$ cat src/rtl/amba_memory_master.sv
// AXI4-Lite style single-outstanding initiator bridging a simple CPU load/store
// request port onto AW/W/B/AR/R channels, with a per-phase watchdog.
module amba_memory_master #(
  parameter int unsigned ADDR_W         = 32,
  parameter int unsigned DATA_W         = 32,
  parameter int unsigned TIMEOUT_CYCLES = 64,
  parameter logic [2:0]  PROT_VAL       = 3'b000
) (
  input  logic                ACLK,
  input  logic                reset,
  // CPU request side
  input  logic                req_valid,
  input  logic                req_write,
  input  logic [ADDR_W-1:0]   req_addr,
  input  logic [DATA_W-1:0]   req_wdata,
  input  logic [DATA_W/8-1:0] req_wstrb,
  output logic                req_ready,
  output logic                resp_valid,
  output logic [DATA_W-1:0]   resp_rdata,
  output logic [1:0]          resp_code,
  output logic                timeout,
  // write address channel
  output logic [ADDR_W-1:0]   AWADDR,
  output logic [2:0]          AWPROT,
  output logic                AWVALID,
  input  logic                AWREADY,
  // write data channel
  output logic [DATA_W-1:0]   WDATA,
  output logic [DATA_W/8-1:0] WSTRB,
  output logic                WVALID,
  input  logic                WREADY,
  // write response channel
  input  logic                BVALID,
  input  logic [1:0]          BRESP,
  output logic                BREADY,
  // read address channel
  output logic [ADDR_W-1:0]   ARADDR,
  output logic [2:0]          ARPROT,
  output logic                ARVALID,
  input  logic                ARREADY,
  // read data channel
  input  logic                RVALID,
  input  logic [DATA_W-1:0]   RDATA,
  input  logic [1:0]          RRESP,
  output logic                RREADY
);

  localparam int unsigned STRB_W = DATA_W / 8;
  localparam int unsigned CNT_W  = (TIMEOUT_CYCLES > 2) ? $clog2(TIMEOUT_CYCLES) : 1;
  localparam logic [CNT_W-1:0] CNT_LAST = CNT_W'(TIMEOUT_CYCLES - 1);
  localparam bit WD_EN = (TIMEOUT_CYCLES != 0);

  localparam logic [1:0] CODE_TIMEOUT = 2'b11;

  typedef enum logic [2:0] {
    S_IDLE  = 3'd0,
    S_WADDR = 3'd1,
    S_WRESP = 3'd2,
    S_RADDR = 3'd3,
    S_RDATA = 3'd4
  } state_t;

  state_t              state_q, state_d;
  logic                req_ready_q, req_ready_d;
  logic                awvalid_q, awvalid_d;
  logic                wvalid_q, wvalid_d;
  logic                bready_q, bready_d;
  logic                arvalid_q, arvalid_d;
  logic                rready_q, rready_d;
  logic                aw_done_q, aw_done_d;
  logic                w_done_q, w_done_d;
  logic [ADDR_W-1:0]   addr_q, addr_d;
  logic [DATA_W-1:0]   wdata_q, wdata_d;
  logic [STRB_W-1:0]   wstrb_q, wstrb_d;
  logic [DATA_W-1:0]   rdata_q, rdata_d;
  logic [1:0]          code_q, code_d;
  logic                resp_valid_q, resp_valid_d;
  logic                timeout_q, timeout_d;
  logic [CNT_W-1:0]    cnt_q, cnt_d;

  logic                aw_hs_c, w_hs_c, wd_fire_c, abort_c;

  // Next-state and next-output computation for every registered signal
  always_comb begin
    state_d      = state_q;
    req_ready_d  = req_ready_q;
    awvalid_d    = awvalid_q;
    wvalid_d     = wvalid_q;
    bready_d     = bready_q;
    arvalid_d    = arvalid_q;
    rready_d     = rready_q;
    aw_done_d    = aw_done_q;
    w_done_d     = w_done_q;
    addr_d       = addr_q;
    wdata_d      = wdata_q;
    wstrb_d      = wstrb_q;
    rdata_d      = rdata_q;
    code_d       = code_q;
    resp_valid_d = 1'b0;
    timeout_d    = 1'b0;
    cnt_d        = cnt_q;
    abort_c      = 1'b0;

    aw_hs_c   = awvalid_q & AWREADY;
    w_hs_c    = wvalid_q & WREADY;
    wd_fire_c = WD_EN && (cnt_q == CNT_LAST);

    case (state_q)
      S_IDLE: begin
        req_ready_d = 1'b1;
        if (req_valid) begin
          req_ready_d = 1'b0;
          addr_d      = req_addr;
          wdata_d     = req_wdata;
          wstrb_d     = req_wstrb;
          if (req_write) begin
            state_d   = S_WADDR;
            awvalid_d = 1'b1;
            wvalid_d  = 1'b1;
            aw_done_d = 1'b0;
            w_done_d  = 1'b0;
          end else begin
            state_d   = S_RADDR;
            arvalid_d = 1'b1;
          end
        end
      end

      S_WADDR: begin
        if (aw_hs_c) begin
          awvalid_d = 1'b0;
          aw_done_d = 1'b1;
        end
        if (w_hs_c) begin
          wvalid_d = 1'b0;
          w_done_d = 1'b1;
        end
        if ((aw_done_q | aw_hs_c) && (w_done_q | w_hs_c)) begin
          awvalid_d = 1'b0;
          wvalid_d  = 1'b0;
          aw_done_d = 1'b0;
          w_done_d  = 1'b0;
          bready_d  = 1'b1;
          state_d   = S_WRESP;
        end else if (wd_fire_c) begin
          abort_c = 1'b1;
        end
      end

      S_WRESP: begin
        if (BVALID && bready_q) begin
          bready_d     = 1'b0;
          code_d       = BRESP;
          resp_valid_d = 1'b1;
          req_ready_d  = 1'b1;
          state_d      = S_IDLE;
        end else if (wd_fire_c) begin
          abort_c = 1'b1;
        end
      end

      S_RADDR: begin
        if (arvalid_q && ARREADY) begin
          arvalid_d = 1'b0;
          rready_d  = 1'b1;
          state_d   = S_RDATA;
        end else if (wd_fire_c) begin
          abort_c = 1'b1;
        end
      end

      S_RDATA: begin
        if (RVALID && rready_q) begin
          rready_d = 1'b0;
          // error responses leave the last good load data in place
          if (!RRESP[1]) begin
            rdata_d = RDATA;
          end
          code_d       = RRESP;
          resp_valid_d = 1'b1;
          req_ready_d  = 1'b1;
          state_d      = S_IDLE;
        end else if (wd_fire_c) begin
          abort_c = 1'b1;
        end
      end

      default: begin
        state_d     = S_IDLE;
        req_ready_d = 1'b1;
      end
    endcase

    // Watchdog abort: drop every handshake line and report a local timeout
    if (abort_c) begin
      awvalid_d    = 1'b0;
      wvalid_d     = 1'b0;
      bready_d     = 1'b0;
      arvalid_d    = 1'b0;
      rready_d     = 1'b0;
      aw_done_d    = 1'b0;
      w_done_d     = 1'b0;
      code_d       = CODE_TIMEOUT;
      resp_valid_d = 1'b1;
      timeout_d    = 1'b1;
      req_ready_d  = 1'b1;
      state_d      = S_IDLE;
    end

    // counter restarts on every state entry, runs while waiting on the bus
    if (state_d != state_q) begin
      cnt_d = '0;
    end else if (WD_EN && (state_q != S_IDLE)) begin
      cnt_d = cnt_q + CNT_W'(1);
    end
  end

  // State and output registers with synchronous active-low reset
  always_ff @(posedge ACLK) begin
    if (!reset) begin
      state_q      <= S_IDLE;
      req_ready_q  <= 1'b1;
      awvalid_q    <= 1'b0;
      wvalid_q     <= 1'b0;
      bready_q     <= 1'b0;
      arvalid_q    <= 1'b0;
      rready_q     <= 1'b0;
      aw_done_q    <= 1'b0;
      w_done_q     <= 1'b0;
      addr_q       <= '0;
      wdata_q      <= '0;
      wstrb_q      <= '0;
      rdata_q      <= '0;
      code_q       <= 2'b00;
      resp_valid_q <= 1'b0;
      timeout_q    <= 1'b0;
      cnt_q        <= '0;
    end else begin
      state_q      <= state_d;
      req_ready_q  <= req_ready_d;
      awvalid_q    <= awvalid_d;
      wvalid_q     <= wvalid_d;
      bready_q     <= bready_d;
      arvalid_q    <= arvalid_d;
      rready_q     <= rready_d;
      aw_done_q    <= aw_done_d;
      w_done_q     <= w_done_d;
      addr_q       <= addr_d;
      wdata_q      <= wdata_d;
      wstrb_q      <= wstrb_d;
      rdata_q      <= rdata_d;
      code_q       <= code_d;
      resp_valid_q <= resp_valid_d;
      timeout_q    <= timeout_d;
      cnt_q        <= cnt_d;
    end
  end

  assign req_ready  = req_ready_q;
  assign resp_valid = resp_valid_q;
  assign resp_rdata = rdata_q;
  assign resp_code  = code_q;
  assign timeout    = timeout_q;
  assign AWADDR     = addr_q;
  assign AWPROT     = PROT_VAL;
  assign AWVALID    = awvalid_q;
  assign WDATA      = wdata_q;
  assign WSTRB      = wstrb_q;
  assign WVALID     = wvalid_q;
  assign BREADY     = bready_q;
  assign ARADDR     = addr_q;
  assign ARPROT     = PROT_VAL;
  assign ARVALID    = arvalid_q;
  assign RREADY     = rready_q;

endmodule

$ cat config.mk
export PLATFORM = sky130hd
export DESIGN_NAME = amba_memory_master
export DESIGN_NICKNAME = d
export VERILOG_FILES = /design/src/rtl/amba_memory_master.sv
export SDC_FILE = /design/constraint.sdc
export NUM_CORES = 1
export LEC_CHECK = 0
export CORE_ASPECT_RATIO = 2
export CORE_MARGIN = 8
export CORE_UTILIZATION = 30
export CTS_CLUSTER_SIZE = 40
export DETAILED_ROUTE_END_ITERATION = 16
export PLACE_DENSITY = 0.66
export SYNTH_ARGS = -nofsm -noshare
export SYNTH_HDL_FRONTEND = slang
export SYNTH_SLANG_ARGS = --single-unit
$ cat constraint.sdc
create_clock -name ACLK -period 1.9 [get_ports ACLK]
set_input_delay 0.38 -clock ACLK [delete_from_list [all_inputs] [get_ports ACLK]]
set_output_delay 0.38 -clock ACLK [all_outputs]
set_load 0.01 [all_outputs]
==> metrics.yaml <==
cts:
  cts.sink_count: 121
  hold_buffers: 0
  cts_setup_buffers: 0
  cts_resized: 0
  cts_tree: "built"
  cts_root_buf: "clkbuf_16"
  clock_latency_ns: 0.40
  cts_max_path_buffers: 2
  numCtsBuffers: 17
  cts-htree-levels: 4
  clk_pin_slew_ns: 0.05
worst_setup_path:
  cp-start-kind: "flip-flop"
  cp.arrival_ns: 2.14
  critPathMaxFanout: 9
  reg2reg_depth: 5
  path_class: "reg -> reg"
  endpoint_kind: "flip-flop"
  critPathRequiredTime_ns: 2.17
sta:
  period_share_pct: 98.4
  maxSlewViolCount: 0
  setup_viol: 0
  clock.fmax_ghz: 0.535
  rsz0062_at_grt: "false"
  finalHoldViolCount: 0
  finalHoldWorstSlack_ns: 0.452
  period_minus_slack_ns: 1.87
  clock-skew-final_ns: 0.00822
synth:
  synth-edff-count: 0
  synth_cell_types: 46
  synth_seq_cells: 121
  synth.avg_cell_area_um2: 8.13
  syn_inst: 590
  ys.warnings.count: 0
  synth_top_area_share_pct: 50.5
  synth_ff_type: "dfxtp_1"
  ys_seq_area_share_pct: 50.5
  yosysTopAreaCell: "dfxtp_1"
  async_flop_share_pct: 0
  synth_area_mm2: 0.00480
  synth_area_leaders: "dfxtp_1 (50%), nand2_1 (16%), a21oi_1 (11%)"
placed_design:
  gp_congestion: 0.795
  dp.cells: 1013
  placed_cell_area_mm2: 0.00759
  port_buffers: 254
  place_hpwl_um: 13100
drt:
  drtIter0Drc: 99
  routed_via_density: 4.59
  routed_wl_um: 17100
  dr.pass1.iters: 5
  drc: 0
  routedWlPerCell_um: 16.4
  num_vias: 4795
  ant_nets: 0
global_routing:
  grt.busiest_layer: "met2"
  grt_pass1_vias: 4747
  use_met3_pct: 5.63
  track_usage_pct: 16.3
  grt_max_degree: 60
  grt_pass1_wl_um: 26200
  met2_usage_pct: 31.0
  overflow: 0
  antenna_found_initial: 1
  use_met1_pct: 15.5
finish:
  stdcell_area_mm2: 0.00821
  fillers: 1514
  instances_no_fill: 1045
  utilization_pct: 52.3
  drive_above_1_share_pct: 10.3
  diodes: 0
  nets: 945
  syn_to_final_growth_pct: 71.0
floorplanning:
  die_y_um: 195
  core-area_mm2: 0.0157
  dieWidth_um: 105
  num_io_pins: 261
  rows: 65
  dieArea_mm2: 0.0205
  start_util_pct: 30.6
pwr:
  powerDensity_mw_per_mm2: 901
  leakagePower_nw: 3.00
  power_mw: 7.39
  ir_drop_mv: 0.737
run:
  drv_cap: 0
min_path:
  holdPathStages: 2
  hp-class: "reg -> reg"
outcome:
  outcome: "finished, final reports clean"
-- cell usage after synthesis (3+ instances only) --
cell type    n
a21o_1       3
xor2_1       4
nor3_1       5
nor2_1       4
dfxtp_1    121
nand2_1    207
nand4_1      4
buf_4       39
and2_1       3
o21a_1       3
clkbuf_1    27
buf_2       10
a211oi_1     4
a21oi_1    105
a31oi_1      3
o21ai_0      4
mux2_2       4
-- flip-flops by register name, summed over array words and instances, names as in the netlist --
name,cells
ARADDR,32
WDATA,32
resp_rdata,32
cnt_q,6
WSTRB,4
state_q,3
resp_code,2
ARVALID,1
AWVALID,1
BREADY,1
RREADY,1
WVALID,1
aw_done_q,1
req_ready,1
resp_valid,1
timeout,1
w_done_q,1
-- report_power, final --
group	switching [mW]	leakage (nW)	internal (mW)
clock network	1.22	0.285	2.10
logic	0.553	1.73	0.740
registers	0.102	0.987	2.68
-- path summary, 6_finish.rpt --
kind / start / end / slack, ns
worst max-delay path: state_q[0] / state_q[1] / 0.03
worst min-delay path: WDATA[17] / WDATA[17] / 0.45
worst max register to register: state_q[0] / state_q[1] / 0.03
worst min register to register: WDATA[17] / WDATA[17] / 0.45
-- per-stage QoR --
step | setup WS [ns] | setup TNS [ns]
6_report | 0.0308 | 0
5_1_grt | 0.0108 | 0
4_1_cts | 0.0337 | 0
3_5_place_dp | -0.298 | -16.00
3_3_place_gp | -0.281 | -15.09
2_1_floorplan | 0.252 | 0
-- area by class of cell --
class	instances	area, um2	area share [%]
Timing Repair Buffer	294	2970	36.2
Multi-Input combinational cell	396	1950	23.7
Tap cell	201	251	3.06
Clock inverter	14	173	2.10
Sequential cell	121	2420	29.5
Inverter	1	5.00	0.0610
Clock buffer	18	439	5.35
-- routing by layer --
metal  share of wire [%]  vias up
li1                    -     2394
met1                  35     2231
met2                  56      156
met3                 7.0       12
met4                 1.2        2
met5               0.058        -
-- layout by cell type, fill, tap and decap left out, types with 4 or more instances in the layout --
master and instances:
a211oi_1 4, a21oi_1 105, buf_12 10, buf_4 30
clkbuf_16 17, clkdlybuf4s50_1 254, clkinvlp_4 5, conb_1 6
dfxtp_1 119, mux2_2 4, nand2_1 207, nand4_1 4
nor2_1 4, nor3_1 5, o21ai_0 4, xor2_1 4
-- critical path: stages (launching register included) --
cell and delay, ns:
dfxtp_1 0.47, or3b_2 0.52, a21o_1 0.24, a41oi_4 0.23
buf_4 0.21, a311oi_1 0.07
-- cells by family after synthesis --
| group | after synthesis | share of synthesized area, % |
|---|---|---|
| xor+xnor | 5 | 0.913 |
| buf+inv | 78 | 9.57 |
| compound gates | 130 | 15.2 |
| fa+ha+maj | 1 | 0.261 |
| flops | 121 | 50.5 |
| simple gates | 249 | 22.4 |
| mux | 5 | 1.15 |
| other cells | 1 | 0.0782 |
Power figures use the tool's default switching activity.
==> variant 1 (same flow settings) <==
Take the reset off `addr_q`, `wdata_q` and `rdata_q` and load them in a clocked block of their own.
--- a/src/rtl/amba_memory_master.sv
+++ b/src/rtl/amba_memory_master.sv
@@ -228,8 +228,5 @@
       aw_done_q    <= 1'b0;
       w_done_q     <= 1'b0;
-      addr_q       <= '0;
-      wdata_q      <= '0;
       wstrb_q      <= '0;
-      rdata_q      <= '0;
       code_q       <= 2'b00;
       resp_valid_q <= 1'b0;
@@ -246,8 +243,5 @@
       aw_done_q    <= aw_done_d;
       w_done_q     <= w_done_d;
-      addr_q       <= addr_d;
-      wdata_q      <= wdata_d;
       wstrb_q      <= wstrb_d;
-      rdata_q      <= rdata_d;
       code_q       <= code_d;
       resp_valid_q <= resp_valid_d;
@@ -255,4 +249,10 @@
       cnt_q        <= cnt_d;
     end
+  end
+
+  always_ff @(posedge ACLK) begin
+    addr_q  <= addr_d;
+    wdata_q <= wdata_d;
+    rdata_q <= rdata_d;
   end
 
Function: changed (Yosys sat finds a counterexample within 4 cycles, from zero or initial values and one cycle with reset low).
==> variant 1 against the unedited design <==
- global-route usage decreased by 2.3 points
- routed wire length decreased by 19%
- sequential share of layout area increased by 14 points
- sequential cell count unchanged
- sequential power increased by 13%
- first-iteration DRC count increased by 32%
- setup slack got worse by 0.010 ns
- synthesized area decreased by 8.0%
- power decreased by 0.46%
- cell area decreased by 4.6%
- clock skew increased by 0.0065 ns
- clock power decreased by 6.9%
- critical path depth increased by 1
- largest cell class is now flip-flops and latches
==> variant 1: results (changes against the unedited design) <==
The run finished with clean final reports. The setup skew after layout came to 0.0147 ns (+0.00649 ns). The detailed-routed wire length on met2 was 6.40 mm (-34%).

The maximum fanout count along the critical path came out at 6 (-3). The longest individual stage delay on the worst path came out at 0.57 ns (+0.05 ns). The initial antenna violation count is 0 (-1). The number of nets in the final layout came to 654 (-31%). The power consumed by the clock network is 0.00309 W (-6.9%). The total global routing track utilization is 0.140 (-0.0230).

The number of iterations in the first detailed-routing pass is 4 (-1). The fraction of synthesized area in multiplexers came to 0.0119 (+0.000428). The first-pass GRT wire length came to 19.8 mm (-25%). The fill cell instance count of the final layout was 1190 (-21%).

The pin count of the biggest net entering global routing is 46 (-23%). The placed cell count is 715 (-29%). The sequential-to-total area share from yosys stat came out at 0.766 (+0.261).

The logic depth of the worst register-to-register path came to 6 (+1). The largest individual stage delay along the critical path comes from the cell sky130_fd_sc_hd__or4b_4. The weighted congestion reported at the end of routability-driven placement came to 0.833 (+4.8%). By count the netlist is led by sky130_fd_sc_hd__edfxtp_1, sky130_fd_sc_hd__buf_4, sky130_fd_sc_hd__dfxtp_1, sky130_fd_sc_hd__nand2_1, sky130_fd_sc_hd__a21oi_1.

The total placed instance area is 0.00715 mm² (-5.8%). The compound-gate portion of the synthesized area was 0.0623 (-0.0894). The number of global-route vias before repair came out at 3303 (-30%).

The signal arrival time at the worst endpoint came to 2.18 ns (+0.04 ns). The total chip power came out at 0.00736 W (-0.46%). The fraction of final layout cells with drive strength greater than 1 is 0.150 (+0.0470). The met3 wire length came to 2.10 mm (+76%). The half-perimeter wire length of the detailed placement result came out at 11.2 mm (-15%). The met1 routing resource usage after global routing is 0.154 (-0.00141).

The DRC violation total after the first TritonRoute iteration came out at 131 (+32%). The xor-xnor portion of the synthesized cell area came to 0.00992 (+0.000791). The number of standard cells in the final layout excluding fillers came to 748 (-28%). For hold timing, the worst endpoint is WSTRB[2]. The worst hold path begins at WSTRB[2].
variant 1: cell types whose count changed after synthesis, moves of 5 or more:
cell and delta:
sky130_fd_sc_hd__edfxtp_1 +96, sky130_fd_sc_hd__buf_2 -10, sky130_fd_sc_hd__nand2_1 -190, sky130_fd_sc_hd__clkbuf_1 -23, sky130_fd_sc_hd__a211oi_1 +5, sky130_fd_sc_hd__dfxtp_1 -96, sky130_fd_sc_hd__a21oi_1 -95, sky130_fd_sc_hd__a21boi_0 +7
variant 1: final cells by class:
cell class / count / area, µm² / area share
Clock buffer: 28 / 571 / 0.0729
Tap cell: 195 / 244 / 0.0312
Multi-Input combinational cell: 110 / 771 / 0.0984
Sequential cell: 121 / 3390 / 0.433
Clock inverter: 4 / 22.5 / 0.00288
Inverter: 2 / 11.3 / 0.00144
Timing Repair Buffer: 288 / 2820 / 0.361
variant 1: timing repair:
| action | CTS | global route |
|---|---|---|
| pin swaps | 0 | 2 |
| cloned | 0 | 0 |
| resized for setup | 1 | 15 |
| setup buffers | 0 | 1 |
| endpoints found under the setup margin | 7 | 20 |
variant 1: critical path, delay by kind of cell (launching register included):
| kind | cells | cell delay, ns |
|---|---|---|
| AOI/OAI and AO/OA | 2 | 0.30 |
| buffers and inverters | 1 | 0.15 |
| DFF | 1 | 0.36 |
| and+or+nand+nor | 3 | 0.97 |
variant 1: through the flow:
| step | setup slack, ns | TNS [ns] | util |
|---|---|---|---|
| after floorplan | -0.255 | -22.48 | - |
| after global placement | -0.279 | -14.70 | 0.490 |
| after detailed placement | -0.336 | -17.75 | 0.490 |
| after CTS | 0.00376 | 0 | 0.532 |
| after global routing | -0.0417 | -0.110 | 0.537 |
| final | 0.0208 | 0 | 0.537 |
==> variant 2 (same flow settings) <==
Made on the original files. The parameter `ADDR_W` goes from 32 to 64.
--- a/src/rtl/amba_memory_master.sv
+++ b/src/rtl/amba_memory_master.sv
@@ -2,5 +2,5 @@
 // request port onto AW/W/B/AR/R channels, with a per-phase watchdog.
 module amba_memory_master #(
-  parameter int unsigned ADDR_W         = 32,
+  parameter int unsigned ADDR_W         = 64,
   parameter int unsigned DATA_W         = 32,
   parameter int unsigned TIMEOUT_CYCLES = 64,
Interface: changed (resized ARADDR, AWADDR and req_addr); port bits go from 261 to 357. The function was not compared with the original's and may differ.
==> variant 2 against the unedited design <==
- routed wire length increased by 36%
- power increased by 51%
- die area increased by 24%
- sequential power increased by 46%
- clock power increased by 2%
- synthesized area increased by 27%
- critical path depth decreased by 4
- setup slack improved by 0.050 ns
- cell area increased by 23%
- utilization decreased by 2.1 points
- sequential cell count increased by 32
- count of clock-buffer cells in the layout increased by 3
==> variant 2: results (changes against the unedited design) <==
The fill cell instance count of the final layout came to 1965 (+30%). Ranked by total cell area, the synthesized netlist is headed by sky130_fd_sc_hd__dfxtp_1, sky130_fd_sc_hd__nand2_1, sky130_fd_sc_hd__a21oi_1. The initial antenna violation count is 14 (+13).

The setup TNS after final layout is 0 ns (unchanged). The post-synthesis cell type count came out at 45 (-2.2%). The clock transition at the register clock pins on the worst setup and hold paths after CTS was 0.07 ns (+0.02 ns).

The fraction of final layout cells with drive strength greater than 1 was 0.0644 (-0.0387). The cell sitting at the root of the clock tree is a sky130_fd_sc_hd__clkbuf_16. The DRC violation total after the first TritonRoute iteration is 319 (+220%). The most used flip-flop cell after synthesis is sky130_fd_sc_hd__dfxtp_1. The weighted congestion reported at the end of routability-driven placement is 0.880 (+11%). The half-perimeter wire length of the detailed placement result came to 18.5 mm (+42%). The proportion of synthesized flip-flops having asynchronous set or reset is 0 (unchanged).

For the worst-skew pair, the clock arrives at the later sink with an insertion delay of 0.41 ns. The total internal power is 0.00766 W (+39%). The buffers inserted during post-CTS setup optimization came out at 0 (unchanged). The flip-flop count of the largest register, all copies and words added came out at 64. The routed wire length came to 23.4 mm (+36%). The number of global-route vias before repair came out at 6246 (+32%). The number of iterations in the first detailed-routing pass came to 4 (-1). The kind of path behind the tightest hold check is register to register. The first-pass GRT wire length came out at 34.5 mm (+31%). The setup skew after layout was 0.00990 ns (+0.00168 ns).

The largest vdd supply drop was 0.678 mV (-8.0%). In the synthesized netlist, the cells that appear most often are sky130_fd_sc_hd__nand2_1, sky130_fd_sc_hd__dfxtp_1, sky130_fd_sc_hd__a21oi_1, sky130_fd_sc_hd__buf_4, sky130_fd_sc_hd__clkbuf_1. The signal arrival time at the worst endpoint was 1.44 ns (-0.70 ns). The maximum level of the CTS H-tree is 4 (unchanged). The sequential-to-total area share from yosys stat is 0.501 (-0.00339).

The family of cells with the greatest summed delay on the critical path is buffers and inverters. The count of port buffers added during placement is 350 (+38%). The pin count of the biggest net entering global routing came to 135 (+130%). The number of nets in the final layout came to 1204 (+27%). The cell with the largest stage delay on the worst path is sky130_fd_sc_hd__clkdlybuf4s50_1. The flow ran to the end, and the final reports show no timing, DRC or antenna violations.

The logic depth of the worst register-to-register path came to 6 (+1). The total global routing track utilization is 0.177 (+0.0140). The headroom to the max-slew limit came out at 0.565. The number of clock buffers inserted by TritonCTS came to 17 (unchanged). The maximum fanout count along the critical path was 5 (-4).

The synthesis warning total came to 0 (unchanged). The per-cell via count in the routed design is 4.64 (+1.2%). The longest individual stage delay on the worst path came to 0.59 ns (+0.07 ns). The number of instances on the worst hold path is 2 (unchanged). The number of buffers on the longest clock path is 2 (unchanged). The leakage dissipation was 3.64 nW (+21%).
variant 2: cell types whose count changed after synthesis, moves of 5 or more:
cell,unedited run,this run
sky130_fd_sc_hd__a21oi_1,105,140
sky130_fd_sc_hd__nor3_1,5,11
sky130_fd_sc_hd__nor2_1,4,9
sky130_fd_sc_hd__buf_2,10,22
sky130_fd_sc_hd__dfxtp_1,121,153
sky130_fd_sc_hd__buf_4,39,70
sky130_fd_sc_hd__nand2_1,207,284
variant 2: cell type report:
class,instances,area share
antenna,3,0.000741
multi-input combinational,506,0.229
inverter,2,0.000988
sequential,153,0.303
clock inverter,11,0.0120
tap,266,0.0329
timing repair buffer,378,0.375
clock buffer,21,0.0464
variant 2: per-layer routing:
metal,GRT usage,routed length [µm],vias up
met3,0.113,3730,37
li1,-,-,3027
met1,0.177,8380,2822
met2,0.293,10800,311
met4,0.0516,337,24
met5,0,139,-
variant 2: power by group through the flow:
stage	sequential (W)	combinational, W	clock, W
after floorplan	0.00419	0.00182	0
after global placement	0.00410	0.00377	0
after detailed placement	0.00412	0.00383	0
after CTS	0.00405	0.00383	0.00348
after global routing	0.00411	0.00412	0.00359
final	0.00405	0.00378	0.00337
variant 2: kinds of logic after synthesis:
kind of cell	synth area share
mux	0.00164
buf+inv	0.124
simple gates	0.222
other cells	0.000614
flops	0.501
xor+xnor	0.00717
fa+ha+maj	0.00205
compound gates	0.141
variant 2: through the flow:
stage	util	std cells	cell area, µm²	setup WS [ns]
final	0.502	1340	10100	0.0809
after global routing	0.502	1338	10100	-0.0125
after CTS	0.501	1337	10100	0.0324
after detailed placement	0.472	1305	9520	-0.164
after global placement	0.472	1305	9520	-0.0945
after floorplan	-	780	6130	0.229
variant 2: path summary, 6_finish.rpt:
| path | startpoint | slack (ns) | endpoint |
|---|---|---|---|
| max | RREADY | 0.08 | RREADY |
| min | resp_rdata[1] | 0.45 | resp_rdata[1] |
| max reg2reg | state_q[1] | 0.10 | w_done_q |
| min reg2reg | resp_rdata[1] | 0.45 | resp_rdata[1] |
variant 2: timing repair:
action                     CTS  global route
setup endpoints to repair    0            19
hold endpoints to repair     0             0
gates resized for setup      0             3
